`src/rtl/uart_rx_pkg.sv`:
```
// Shared definitions for the UART receive datapath: ctrl phase encodings,
// the receiver's internal state type and small helper functions.
package uart_rx_pkg;

  localparam logic [3:0] CTRL_IDLE   = 4'b0000;
  localparam logic [3:0] CTRL_START  = 4'b0001;
  localparam logic [3:0] CTRL_DATA   = 4'b0010;
  localparam logic [3:0] CTRL_PARITY = 4'b0100;
  localparam logic [3:0] CTRL_STOP0  = 4'b1000;
  localparam logic [3:0] CTRL_STOP1  = 4'b1001;

  typedef enum logic [1:0] {
    HUNT   = 2'd0,
    VERIFY = 2'd1,
    BITS   = 2'd2
  } rx_state_e;

  function automatic logic [3:0] clamp_data_len(input logic [3:0] len);
    if (len < 4'd5) return 4'd5;
    if (len > 4'd8) return 4'd8;
    return len;
  endfunction

  // Any code outside the known phase set behaves as idle.
  function automatic logic [3:0] legal_ctrl(input logic [3:0] ctrl);
    case (ctrl)
      CTRL_IDLE, CTRL_START, CTRL_DATA,
      CTRL_PARITY, CTRL_STOP0, CTRL_STOP1: return ctrl;
      default: return CTRL_IDLE;
    endcase
  endfunction

endpackage

```
`src/rtl/rx_majority_sampler.sv`:
```
// RX line synchroniser plus a 3-sample window (current synchronised sample and
// the two previous tick samples) with a combinational majority vote.
module rx_majority_sampler
  import uart_rx_pkg::*;
#(
  parameter int SYNC_STAGES = 2
) (
  input  logic PCLK,
  input  logic PRESETn,
  input  logic sample_tick,
  input  logic rx_in,
  output logic line_sync,
  output logic majority
);

  logic [SYNC_STAGES-1:0] sync_q;
  logic [1:0]             hist_q;

  // Synchroniser resets to the idle (high) line level.
  always_ff @(posedge PCLK or negedge PRESETn) begin
    if (!PRESETn) begin
      sync_q <= '1;
    end else begin
      sync_q <= (sync_q << 1) | SYNC_STAGES'(rx_in);
    end
  end

  assign line_sync = sync_q[SYNC_STAGES-1];

  always_ff @(posedge PCLK or negedge PRESETn) begin
    if (!PRESETn) begin
      hist_q <= '0;
    end else if (sample_tick) begin
      hist_q <= {hist_q[0], line_sync};
    end
  end

  assign majority = (line_sync & hist_q[0]) |
                    (line_sync & hist_q[1]) |
                    (hist_q[0] & hist_q[1]);

endmodule

```
`src/rtl/rx_shift_register.sv`:
```
// Oversampled serial receive datapath: start detection, centre sampling with
// majority vote, LSB-first shift-in, parity/stop checks and sticky status flags.
module rx_shift_register
  import uart_rx_pkg::*;
#(
  parameter int OVERSAMPLE  = 16,
  parameter int DATA_MAX    = 8,
  parameter int SYNC_STAGES = 2
) (
  input  logic                PCLK,
  input  logic                PRESETn,
  input  logic                sample_tick,
  input  logic                rx_in,
  input  logic [3:0]          ctrl_shift_register,
  input  logic [3:0]          number_data_receive,
  input  logic                parity_bit_mode,
  input  logic                parity_odd,
  input  logic                stop_bit_twice,
  output logic                start_bit,
  output logic                data_is_received,
  output logic                parity_bit,
  output logic                stop_bit,
  output logic [DATA_MAX-1:0] rx_data,
  output logic                rx_data_valid,
  output logic [1:0]          rx_state
);

  localparam int CW = $clog2(OVERSAMPLE);
  localparam int IW = $clog2(DATA_MAX);
  localparam logic [CW-1:0] CNT_HALF = CW'(OVERSAMPLE / 2);
  localparam logic [CW-1:0] CNT_LAST = CW'(OVERSAMPLE - 1);

  rx_state_e           state, state_nx;
  logic [3:0]          ctrl_eff, ctrl_q;
  logic [CW-1:0]       cnt;
  logic [3:0]          bit_cnt, n_bits;
  logic [DATA_MAX-1:0] shift_q;
  logic                parity_acc;
  logic                line_sync, majority;
  logic                abort, start_seen, verify_tick, decide_tick;

  rx_majority_sampler #(.SYNC_STAGES(SYNC_STAGES)) u_sampler (
    .PCLK        (PCLK),
    .PRESETn     (PRESETn),
    .sample_tick (sample_tick),
    .rx_in       (rx_in),
    .line_sync   (line_sync),
    .majority    (majority)
  );

  assign ctrl_eff    = legal_ctrl(ctrl_shift_register);
  assign abort       = (ctrl_eff == CTRL_IDLE);
  assign start_seen  = (state == HUNT) && sample_tick && (ctrl_eff == CTRL_START) && !line_sync;
  assign verify_tick = (state == VERIFY) && sample_tick && (cnt == CNT_HALF);
  assign decide_tick = (state == BITS) && sample_tick && (cnt == CNT_LAST);
  assign rx_state    = state;

  always_ff @(posedge PCLK or negedge PRESETn) begin
    if (!PRESETn) state <= HUNT;
    else          state <= state_nx;
  end

  always_comb begin
    state_nx = state;
    case (state)
      HUNT:    if (start_seen) state_nx = VERIFY;
      VERIFY:  if (verify_tick) state_nx = majority ? HUNT : BITS;
      BITS:    state_nx = BITS;
      default: state_nx = HUNT;
    endcase
    if (abort) state_nx = HUNT;
  end

  // In BITS the counter free-runs so bit alignment survives ctrl phase changes.
  always_ff @(posedge PCLK or negedge PRESETn) begin
    if (!PRESETn) begin
      cnt <= '0;
    end else if (abort) begin
      cnt <= '0;
    end else if (sample_tick) begin
      case (state)
        HUNT:    cnt <= start_seen ? CW'(1) : '0;
        VERIFY:  cnt <= verify_tick ? '0 : cnt + CW'(1);
        BITS:    cnt <= (cnt == CNT_LAST) ? '0 : cnt + CW'(1);
        default: cnt <= '0;
      endcase
    end
  end

  always_ff @(posedge PCLK or negedge PRESETn) begin
    if (!PRESETn) begin
      ctrl_q           <= CTRL_IDLE;
      start_bit        <= 1'b0;
      data_is_received <= 1'b0;
      parity_bit       <= 1'b0;
      stop_bit         <= 1'b0;
      shift_q          <= '0;
      bit_cnt          <= '0;
      n_bits           <= '0;
      parity_acc       <= 1'b0;
      rx_data          <= '0;
      rx_data_valid    <= 1'b0;
    end else begin
      ctrl_q        <= ctrl_eff;
      rx_data_valid <= 1'b0;
      if (abort) begin
        start_bit        <= 1'b0;
        data_is_received <= 1'b0;
        parity_bit       <= 1'b0;
        stop_bit         <= 1'b0;
        shift_q          <= '0;
        bit_cnt          <= '0;
        parity_acc       <= 1'b0;
      end else begin
        if (ctrl_eff == CTRL_STOP1 && ctrl_q == CTRL_STOP0) stop_bit <= 1'b0;
        if (verify_tick && !majority) begin
          start_bit <= 1'b1;
          n_bits    <= clamp_data_len(number_data_receive);
        end
        if (decide_tick) begin
          case (ctrl_eff)
            CTRL_DATA: begin
              if (!data_is_received) begin
                shift_q[bit_cnt[IW-1:0]] <= majority;
                parity_acc               <= parity_acc ^ majority;
                bit_cnt                  <= bit_cnt + 4'd1;
                if (bit_cnt + 4'd1 == n_bits) data_is_received <= 1'b1;
              end
            end
            CTRL_PARITY: begin
              if (parity_bit_mode) parity_bit <= (majority == (parity_acc ^ parity_odd));
            end
            CTRL_STOP0, CTRL_STOP1: begin
              stop_bit <= majority;
              if (majority && (ctrl_eff == CTRL_STOP1 || !stop_bit_twice)) begin
                rx_data       <= shift_q;
                rx_data_valid <= 1'b1;
              end
            end
            default: ;
          endcase
        end
      end
    end
  end

endmodule

```
`config.mk`:
```
export PLATFORM = sky130hd
export DESIGN_NAME = rx_shift_register
export DESIGN_NICKNAME = d
export VERILOG_FILES = /design/src/rtl/uart_rx_pkg.sv /design/src/rtl/rx_majority_sampler.sv /design/src/rtl/rx_shift_register.sv
export SDC_FILE = /design/constraint.sdc
export NUM_CORES = 1
export LEC_CHECK = 0
export CORE_ASPECT_RATIO = 0.8
export CORE_MARGIN = 10
export CORE_UTILIZATION = 45
export CTS_CLUSTER_DIAMETER = 50
export DETAILED_ROUTE_END_ITERATION = 10
export PLACE_DENSITY = 0.67
export SLEW_MARGIN = 20
export SYNTH_ARGS = -nofsm -noshare
export SYNTH_HDL_FRONTEND = slang
export SYNTH_SLANG_ARGS = --single-unit
```
`constraint.sdc`:
```
create_clock -name PCLK -period 2.14 [get_ports PCLK]
set_input_delay 0.428 -clock PCLK [delete_from_list [all_inputs] [get_ports PCLK]]
set_output_delay 0.428 -clock PCLK [all_outputs]
set_load 0.01 [all_outputs]
```
======== After elaboration in Yosys (flattened, before gate mapping) ========
Cells that the tools add are included.
cells by class
  $add $sub $neg .......................... 2
  $mul .................................... 0
  divide/modulo/power cells ............... 0
  $lt $le $gt $ge ......................... 4
  eq/ne operators ......................... 20
  shift operators ......................... 0
  mux-type cells .......................... 57
  bitwise logic cells ..................... 9
  reduce and logical (&&, ||, !) cells .... 32
operators with widths
  cell                   number
  $mux W4                13
  $mux W1                32
  $mux W8                4
  $eq A4 B4 Y1 const B   7
  $pmux W4 S3            1
  $reduce_bool A2 Y1     6
  $logic_and A1 B1 Y1    11
  $add A4 B1 Y4 const B  2
  $bwmux W8              1
  $eq A4 B1 Y1 const B   2
  $eq A4 B2 Y1 const B   2
  $eq A4 B3 Y1 const B   2
  $logic_not A4 Y1       2
  $mux W2                4
  $ne A3 B3 Y1 const B   2
  $pmux W2 S3            1
  $reduce_and A2 Y1      3
  $reduce_and A3 Y1      2
  $reduce_or A6 Y1       1
  $eq A4 B4 Y1           1
  $gt A4 B4 Y1 const B   1
  $lt A3 B4 Y1 const B   1
  $lt A4 B3 Y1 const B   1
  $reduce_and A4 Y1      1
  15 further kinds       21
storage, ports and cells
  register bits ........................... 44
  latch bits .............................. 0
  RAM bits ................................ 0
  bits in read-only memories .............. 0
  input port bits ......................... 15
  output and inout bits ................... 15
  logic and storage cells ................. 139
  memories ................................ 0

======== Longest topological paths before layout ========
  word-level depth ........................ 12
  depth in mapped cells ................... 7
  gate-level depth less buffers ........... 6

======== By module ========
Synthesis repeated with hierarchy kept, for this count alone.
unflattened totals
  cells, all modules ...................... 203
  area, all modules ....................... 2203.4 um^2
modules (own cells, without submodules)
  module               instances  cells each  area each (um^2)  seq. area each (um^2)
  rx_shift_register    1          196         2067.0            1001.0
  rx_majority_sampler  1          7           136.4             102.6

======== Least setup slack after synthesis ========
Ideal clock, no wire load.
  path kind ............................... reg2reg
  from .................................... register cnt[0]
  to ...................................... register rx_data[0]
  setup time .............................. 125 ps
  arrival time ............................ 1759 ps
  data required time ...................... 2015 ps
  path slack .............................. 257 ps
  cell stages (with the launch flop) ...... 7
  path buffers ............................ 1
  clock period less this slack ............ 1883 ps
  cell sequence ........................... dfrtp_1 ha_1 and3_1 buf_4 nand3_4 nor4b_4 mux2_2
between the ends
  cells in the longest elaborated chain, start to end .. 3
RTL lines
  element                             RTL line                  RTL
  start, declared                     rx_shift_register.sv:35   logic [CW-1:0] cnt;
  start signal, assigned              rx_shift_register.sv:82   HUNT: cnt <= start_seen ? CW'(1) : '0;
  start signal, assigned              rx_shift_register.sv:83   VERIFY: cnt <= verify_tick ? '0 : cnt + CW'(1);
  start signal, assigned              rx_shift_register.sv:84   BITS: cnt <= (cnt == CNT_LAST) ? '0 : cnt + CW'(1);
  $eq A4 B4 Y1                        rx_shift_register.sv:55   assign decide_tick = (state == BITS) && sample_tick && (cnt == CNT_LAST);
  $logic_and A1 B1 Y1                 rx_shift_register.sv:55
  $reduce_and A4 Y1 (no source line)  -
  end signal, assigned                rx_shift_register.sv:136  rx_data <= shift_q;
  end, declared                       rx_shift_register.sv:23   output logic [DATA_MAX-1:0] rx_data,
Every way passes these cells.
A chain may end at the register's enable or synchronous reset.

======== Worst setup path after layout ========
  from .................................... register cnt[0]
  to ...................................... register rx_data[6]
The elaborated chain is that of the path after synthesis.

==> results.md <==
- The standard cell area after detailed placement is around 0.0028 mm².
- 0 antenna diodes ended up in the layout.
- Counting cells, the worst reg-to-reg path comes to 6.
- For this run, the register share of the synthesized area comes to between 40% and 50%.
- Sorting the synthesized cells by area gives the leading types as dfrtp_1 46%, mux2_2 8.9%, xnor2_1 2.7%.
- The clock skew is 0.0115 ns.
- The finished layout holds 321 standard cells, fillers aside.
- STA classifies the critical path endpoint as a register.
- The CTS buffer count is 5.
- The count of different cell masters after synthesis is around 50.
- The detail route stage leaves a number of antenna-violating nets equal to 0.
- The number of endpoints failing setup at the final stage is 0.
- In the routed layout, each cell is associated on average with a via count of 5.20.
- The number of enable flip-flop cells after synthesis is 0.
- In this run the tool buffered the top-level ports with 29 buffer cells.
- For this run, the leading register cell type out of synthesis is dfrtp_1.
- The horizontal die dimension is approximately 100 µm.
- In this run the deepest clock path goes through 2 buffers.
- The number of hold buffers added after CTS was 0.
- Detailed placement ended at an HPWL of between 3 and 4 mm.
- The core footprint is approximately 0.0049 mm².
- At the worst endpoint, the arrival time is between 2 and 2.5 ns.
- The global routing met1 resource utilization is 15.7%.
- The type of the setup path with the least slack is reg2reg.
- Dividing the final minimum period by the clock period gives between 90% and 100%.
- For this run, design rule violations remaining after detail routing come to 0.
- The flow ran to the end, and the final reports show no timing, DRC or antenna violations.
- The startpoint type of the worst setup path is a register.
- The via count of the first global-routing pass is roughly 1700.
- Clock-pin slew was measured on the worst setup and hold paths at around 0.080 ns.
- The H-tree depth is 2.
- After the last flow step, the layout net total stands at between 200 and 300.
- The final critical delay including setup and external delays is around 2.0 ns.
- The switching power total is roughly 0.00041 W.
- The floorplan step defined a die boundary enclosing between 0.008 and 0.009 mm².
- Summed over all cells, the static leakage comes to approximately 1.3 nW.
- The final number of max-transition violations is 0.
- With fillers left out, the area of the finished cells amounts to just under 0.003 mm².
- The worst ir drop on vdd is 0.000419 V.
- In this design, the stage delay of the slowest critical-path cell is ~0.42 ns.
- The type of the tightest min-delay check is in2async.
- Walking the worst path, the cells encountered are ha_1, and3_1, nand3_4, nor4b_4, buf_4, mux2_2.
- The switching part of the total is between 20% and 30%.
- Measured against its own limit, the worst slew margin works out to between 70% and 80%.
- The first routing iteration left 51 violations.
- Dividing the detail-routed wire length by the instance count gives roughly 15 µm.
- At the worst endpoint, the required time is 2.31 ns.
- The largest fanout on the critical path is 8.
- The count of final hold-check violations is 0.
- The final layout contains routed wiring with a total length of ~4.8 mm.
- Cells with a size suffix above 1 make up 25.1% of the layout.
- The fmax is between 0.5 and 0.6 GHz.
- The root buffer cell chosen for the clock tree is clkbuf_8.
- The total power density per cell area is around 560 mW/mm².
- In the synthesized netlist, the cells that appear most often are 42 x dfrtp_1, 18 x mux2_2, 14 x nand2_1.
- The number of instances in the placed design is 313.
- The most instantiated library cell after synthesis is dfrtp_1.
- Before antenna repair, the detailed router went through 4 iterations.
- Sequential cells account for roughly 54% of the total power.
- For the worst-skew pair, the clock arrives at the later sink with an insertion delay of 0.30 ns.
- The number of sinks on the clock net is 44.
- The worst path meets setup with ~0.15 ns of slack.
- After global routing, the most crowded layer is met2.
- In this run, synthesis produced a sequential element count of 44.
- The largest net degree at the start of global routing is between 40 and 50.
- The effective utilization at floorplan is between 40% and 50%.
- The combinational power share is 13.6%.
- The number of max-capacitance violations reported is 0.
- The clock network burns 32.6% of the power.
- Summed over its instances, the top area cell type makes up 46.3% of the synthesized netlist area.
- The final weighted congestion of routability-driven global placement is 0.865.
- Summing over every cut layer, the via total after detailed routing is ~1700.
- The internal power is between 0.001 and 0.0015 W.
- TritonCTS built the clock tree.
- Post-CTS timing repair inserted 0 buffers for setup.
- The global routing met3 resource utilization is 3.97%.
- The largest individual stage delay along the critical path comes from the cell dfrtp_1.
- In the synthesized netlist, the number of instances is 202.
- After synthesis, the mean cell area works out to ~11 µm².
- The area growth from synthesis to layout is 28.0%.
- Setup repair after global routing left no endpoint under its margin.
- The first global-routing pass estimated 8.26 mm of wire.
- The global route total overflow is 0.
- The total of cells resized after clock tree synthesis is 0.
- The initial antenna violation count was 0.
- The total nets after synthesis is 220.
- The die is 83.5 µm tall.
- The total track usage is around an eighth.
- For this design the top-level I/O count stands at 30.
- The final core utilization is approximately three fifths.
- Yosys printed 0 warnings.
- The share of flip-flops with an asynchronous set or reset is 100%.
- For this run, global-route usage on met2 was measured as 18.3%.
- The row count is 23.
- The setup slack after placement is -0.111 ns.
- At the pin with the least slew margin, the transition time is roughly 0.38 ns.
- The largest total area in the synthesized netlist belongs to dfrtp_1.
- The mapped netlist covers roughly 0.0023 mm².
-- path summary, 6_finish.rpt --
path                       slack (ns)                           from                       endpoint
max reg2reg                      0.15             cnt[0]$_DFFE_PN0P_         rx_data[6]$_DFFE_PN0P_
max in group asynchronous        1.78                        PRESETn  u_sampler.sync_q[0]$_DFF_PN1_
min reg2reg                      0.36  u_sampler.sync_q[0]$_DFF_PN1_  u_sampler.sync_q[1]$_DFF_PN1_
max                              0.15             cnt[0]$_DFFE_PN0P_         rx_data[6]$_DFFE_PN0P_
min in group PCLK                0.36  u_sampler.sync_q[0]$_DFF_PN1_  u_sampler.sync_q[1]$_DFF_PN1_
min                              0.09                        PRESETn         parity_acc$_DFFE_PN0P_
-- routing by layer --
metal	share of wire (%)	vias to the layer above
met3	4.7	7
met5	0	-
met2	44	29
met1	50	792
met4	1.0	0
li1	-	840
-- layout make-up --
type	count	area, µm²
Clock buffer	7	86.3
Clock inverter	1	7.51
Fill cell	443	2040
Inverter	6	22.5
Multi-Input combinational cell	144	1100
Sequential cell	44	1100
Tap cell	62	77.6
Timing Repair Buffer	57	508
-- metrics by stage --
step                      total power, W  setup TNS (ns)  hold WS, ns
after floorplan                  0.00101               0        0.132
after global placement           0.00112          -0.677        0.346
after detailed placement         0.00113          -0.947        0.350
after CTS                        0.00167               0       0.0961
after global routing             0.00174               0        0.104
final                            0.00164               0       0.0948
-- sequential cells by signal, indices dropped and copies added, names as in the netlist, 4 cells and up --
signal,flops
bit_cnt,4
cnt,4
ctrl_q,4
n_bits,4
rx_data,8
shift_q,8
-- cells by family after synthesis --
kind of cell / count (synthesis) / synth area share [%]
buffers and inverters: 14 / 2.92
adders and majority gates: 4 / 2.09
and+or+nand+nor: 73 / 21.7
DFF: 44 / 48.6
muxes: 20 / 9.81
AOI/OAI and AO/OA: 37 / 11.1
xor gates and xnor gates: 10 / 3.86
-- placed cells by master, fill, tap and decap left out, types with 2 or more instances in the layout --
| master | count |
|---|---|
| a21o_1 | 7 |
| a21oi_1 | 5 |
| a31oi_1 | 2 |
| and2_1 | 2 |
| and3_1 | 3 |
| buf_4 | 27 |
| clkbuf_8 | 6 |
| clkdlybuf4s50_1 | 28 |
| dfrtp_1 | 42 |
| dfstp_2 | 2 |
| ha_1 | 3 |
| inv_1 | 6 |
| mux2_2 | 18 |
| mux2i_1 | 2 |
| nand2_1 | 14 |
| nand2b_1 | 7 |
| nand3_1 | 5 |
| nand3b_1 | 4 |
| nand4_1 | 3 |
| nor2_1 | 10 |
| nor2b_1 | 3 |
| nor3b_1 | 3 |
| nor4b_1 | 3 |
| nor4b_4 | 2 |
| o21ai_0 | 8 |
| o22ai_1 | 6 |
| o32ai_1 | 2 |
| or2b_1 | 3 |
| or3b_2 | 2 |
| xnor2_1 | 7 |
| xor2_1 | 3 |
-- critical path, delay by kind of cell (launching register included) --
family / cells / cell delay (ns)
buf+inv: 1 / 0.22
mux: 1 / 0.35
simple gates: 3 / 0.66
fa+ha+maj: 1 / 0.21
flops: 1 / 0.42
-- power by group through the flow --
stage | clock network, W | logic [W] | registers, W
final | 0.000535 | 0.000223 | 0.000883
after global routing | 0.000604 | 0.000250 | 0.000887
after CTS | 0.000563 | 0.000227 | 0.000883
after detailed placement | 0 | 0.000226 | 0.000900
after global placement | 0 | 0.000223 | 0.000899
after floorplan | 0 | 0.000126 | 0.000886
(Power assumes the default switching activity.)
==> patch 1, RTL diff (config.mk and constraints unchanged) <==
Change the parameter `DATA_MAX` from 8 to 16.
--- a/src/rtl/rx_shift_register.sv
+++ b/src/rtl/rx_shift_register.sv
@@ -4,7 +4,7 @@
   import uart_rx_pkg::*;
 #(
   parameter int OVERSAMPLE  = 16,
-  parameter int DATA_MAX    = 8,
+  parameter int DATA_MAX    = 16,
   parameter int SYNC_STAGES = 2
 ) (
   input  logic                PCLK,
Ports: changed (resized rx_data); port bits go from 30 to 38. No check against the original RTL was run, so the function may have changed too.
==> patch 1 against the unedited design <==
  * Total power is 51% higher
  * Setup slack better by 0.034 ns
  * First-iteration DRC count up 86%
  * Largest power group unchanged
  * Final area grew 34%
  * Sequential cell count up 16
  * Routed wire length rose by 41%
  * Critical path depth stayed put
  * Critical endpoint is now rx_data[4]$_DFFE_PN0P_
  * Synthesized area increased by 33%
==> patch 1: results (changes against the unedited design) <==
- Status: complete, no violations
- Logic inverters: 10 (+4)
- Multi-input logic area: 1400 sq um (+27%)
- Non-clk bufs: 67 (+18%)
- Vias per cell: 5.54 (+6.7%)
- Htree depth: 3 (+1)
- Synth Area in Compound Gates: 0.108 (-0.00322)
- CLK BUF: 12 (+5)
- Worst R2R End: rx_data[4]$_DFFE_PN0P_
- Post-synthesis mux area share: 0.110 (+0.0119)
- Sequential area share after synthesis: 0.497 (+0.0112)
- DPL Wire Length: 5020 microns (+40%)
- Setup Skew: 0.00932 ns (-0.00217 ns)
- Async SR Flop Fraction: 1.00 (unchanged)
- Iteration-0 DRC Markers: 95 (+86%)
- Storage cell area: 1500 sq um (+36%)
- Worst-margin pin slew: 0.513 ns (+0.131 ns)
- Share of layout cells above drive strength 1: 0.255 (+0.00364)
- Crit Path Max Fanout: 17 (+9)
- Fin Hold WS: 0.0465 ns (-0.0483 ns)
- Layout Nets: 342 (+24%)
- Synth Area in XOR/XNOR: 0.0318 (-0.00672)
- Total Routing Usage GR: 0.133 (+0.0132)
- Comb power: 192 uW (-14%)
- Comb_multi_in: 173 (+20%)
- Crit path from: cnt[0]$_DFFE_PN0P_
- Final WL: 6770 microns (+41%)
- Sw power: 551 uW (+36%)
- Routed len/inst: 16.5 microns (+11%)
- Syn_nets: 279 (+27%)
- Dpl cells: 394 (+26%)
- Data buffer area share: 0.161 (-0.0133)
- Post-Synth Adder-Cell Area: 0.0285 (+0.00760)
- FF-to-FF setup slack: 0.19 ns (+0.03 ns)
- Leakage power total: 1.72 nW (+29%)
- Clock insertion delay at the later pin of the skew report: 0.34 ns (+0.04 ns)
- TritonCTS Buffers: 9 (+4)
- Global-route wire length before repair: 11600 microns (+40%)
- Largest regs: rx_data x16, shift_q x16
- Filler instances: 569 (+28%)
- VDD IR max: 0.350 mV (-16%)
- Clk tree area frac: 0.0560 (+0.0237)
- P_seq: 1.15 mW (+30%)
- CTS Sinks: 60 (+36%)
- Worst reg2reg path depth: 6 (unchanged)
- # port buffers: 37 (+28%)
- Unique cell type count in the Yosys netlist: 52 (+6.1%)
- Setup repair bufs after CTS: 0 (unchanged)
- Largest net degree at the start of global routing: 25 (-44%)
- Vias in the first global route: 2359 (+40%)
- Post-Synthesis Cells: 258 (+28%)
- Synth area leaders: dfrtp_1 (48%), mux2_2 (5.2%), a32o_1 (4.6%)
- Post-synth top cells: dfrtp_1 (58), nand4_1 (20), nor2_1 (16), a32o_1 (14), mux2_2 (14)
- Crit path DAT: 2.18 ns (+0.02 ns)
- Final GP Congestion: 0.802 (-7.2%)
==> patch 1: cell count changes after synthesis, sizes merged, moves of 6 or more <==
cell,before,now
nand4,4,22
a21o,7,1
a32o,0,14
dfrtp,42,58
nor2,10,16
==> patch 1: per-stage QoR <==
step	instance area, sq um	total power, mW	utilization	worst slack (ns)
global route	3890	2.57	0.601	0.0866
detailed placement	3670	1.37	0.567	-0.102
global placement	3670	1.37	0.567	-0.0734
finish	3890	2.47	0.601	0.185
floorplan	3030	1.25	-	0.274
CTS	3890	2.50	0.601	0.195
==> patch 1: worst max-delay path: stages (launching register included) <==
cell and delay (ns):
dfrtp_1 0.41, ha_1 0.23, and3_1 0.36, nand4_4 0.16, a21oi_4 0.16, buf_12 0.18, mux2_2 0.34
==> patch 1: layer usage <==
layer / track usage / routed length, microns / vias up
li1: - / - / 1074
met1: 0.170 / 3240 / 1132
met2: 0.205 / 3050 / 60
met3: 0.0453 / 418 / 7
met4: 0.0449 / 51 / 0
met5: 0 / 0 / -
==> patch 2, RTL diff (same settings) <==
Without the edit above. Make the reset (`PRESETn`) synchronous in 5 clocked blocks.
--- a/src/rtl/rx_majority_sampler.sv
+++ b/src/rtl/rx_majority_sampler.sv
@@ -17,7 +17,7 @@
   logic [1:0]             hist_q;
 
   // Synchroniser resets to the idle (high) line level.
-  always_ff @(posedge PCLK or negedge PRESETn) begin
+  always_ff @(posedge PCLK) begin
     if (!PRESETn) begin
       sync_q <= '1;
     end else begin
@@ -27,7 +27,7 @@
 
   assign line_sync = sync_q[SYNC_STAGES-1];
 
-  always_ff @(posedge PCLK or negedge PRESETn) begin
+  always_ff @(posedge PCLK) begin
     if (!PRESETn) begin
       hist_q <= '0;
     end else if (sample_tick) begin
--- a/src/rtl/rx_shift_register.sv
+++ b/src/rtl/rx_shift_register.sv
@@ -55,7 +55,7 @@
   assign decide_tick = (state == BITS) && sample_tick && (cnt == CNT_LAST);
   assign rx_state    = state;
 
-  always_ff @(posedge PCLK or negedge PRESETn) begin
+  always_ff @(posedge PCLK) begin
     if (!PRESETn) state <= HUNT;
     else          state <= state_nx;
   end
@@ -72,7 +72,7 @@
   end
 
   // In BITS the counter free-runs so bit alignment survives ctrl phase changes.
-  always_ff @(posedge PCLK or negedge PRESETn) begin
+  always_ff @(posedge PCLK) begin
     if (!PRESETn) begin
       cnt <= '0;
     end else if (abort) begin
@@ -87,7 +87,7 @@
     end
   end
 
-  always_ff @(posedge PCLK or negedge PRESETn) begin
+  always_ff @(posedge PCLK) begin
     if (!PRESETn) begin
       ctrl_q           <= CTRL_IDLE;
       start_bit        <= 1'b0;
Formal check against the unedited RTL: differs if PRESETn is asserted again (counterexample within 4 cycles, from zero or initial values and one cycle with PRESETn low); with PRESETn held inactive, the same outputs for 10 cycles.
==> patch 2 against the unedited design <==
  * Routed wire length increased by 2.8%
  * Sequential share of layout area decreased by 5.1 points
  * Combinational power decreased by 46%
  * Hold slack better by 0.32 ns
  * Final area down 7.7%
  * Synthesized cell count is 18% higher
  * Sequential cell count unchanged
  * Total power fell by 1.6%
  * Setup slack worse by 0.075 ns
  * Synthesized area fell by 9.6%
  * Largest cell class is now multi-input combinational cells
  * Highest routed layer unchanged
==> patch 2: results (changes against the unedited design) <==
- Storage cell area: 881 sq um (-20%)
- Data buffer area share: 0.173 (-0.00220)
- Crit Path Max Fanout: 3 (-5)
- Final core utilization: 0.626 (+0.0391)
- Logic inverters: 9 (+3)
- Clk tree area frac: 0.0452 (+0.0130)
- Sequential area share after synthesis: 0.429 (-0.0569)
- Status: complete, no violations
- Post-synth top cells: dfxtp_1 (44), a21oi_1 (26), nor2_1 (18), o21ai_0 (17), nand3_1 (13)
- Synthesized area per cell: 8.59 sq um (-24%)
- Post-route insts no fill: 342 (+6.5%)
- Share of layout cells above drive strength 1: 0.147 (-0.104)
- DPL Wire Length: 3700 microns (+3.0%)
- Total Routing Usage GR: 0.133 (+0.0130)
- Pre-CTS setup slack: -0.264 ns (-0.153 ns)
- Met2 WL: 2080 microns (-2.5%)
- Design area: 2680 sq um (-7.7%)
- Setup Skew: 0.00798 ns (-0.00351 ns)
- Non-clk bufs: 52 (-8.8%)
- Syn_nets: 257 (+17%)
- RR Startpoint: cnt[0]$_SDFFE_PP0P_
- Final GP Congestion: 0.867 (+0.31%)
- Filler instances: 394 (-11%)
- Fraction of area in multi-input gates: 0.415 (+0.0358)
- Crit path from: ctrl_shift_register[3]
- Layout Nets: 302 (+9.4%)
- Async SR Flop Fraction: 0 (-1.00)
- Fin crit share: 0.965 (+0.0352)
- CP max stage cell: or4b_4
- Comb_multi_in: 172 (+19%)
- Global-route wire length before repair: 8080 microns (-2.2%)
- Worst hold path type: reg -> reg
[patch 2: cell types whose count changed after synthesis, moves of 4 or more]
cell      delta
dfxtp_1     +44
dfrtp_1     -42
a21oi_1     +21
mux2_2      -18
o21ai_0      +9
nand3_1      +8
nor2_1       +8
nand4_1      +7
a21o_1       -6
clkbuf_1     +6
nor4_1       +6
o22ai_1      -6
nand2_1      -5
nand3b_1     -4
[patch 2: cell families after synthesis]
logic type / count (synthesis) / share of synthesized area
xor gates and xnor gates: 11 / 0.0469
buffers and inverters: 23 / 0.0469
AOI/OAI and AO/OA: 57 / 0.162
adders and majority gates: 4 / 0.0232
DFF: 44 / 0.429
muxes: 5 / 0.0244
and+or+nand+nor: 95 / 0.268
[patch 2: where the power goes]
group | total (mW) | internal [mW] | leakage, nW | switching, mW
Combinational | 0.120 | 0.0579 | 0.520 | 0.0626
Sequential | 0.826 | 0.824 | 0.355 | 0.00251
Clock | 0.667 | 0.382 | 0.0614 | 0.286
Total | 1.61 | 1.26 | 0.937 | 0.351
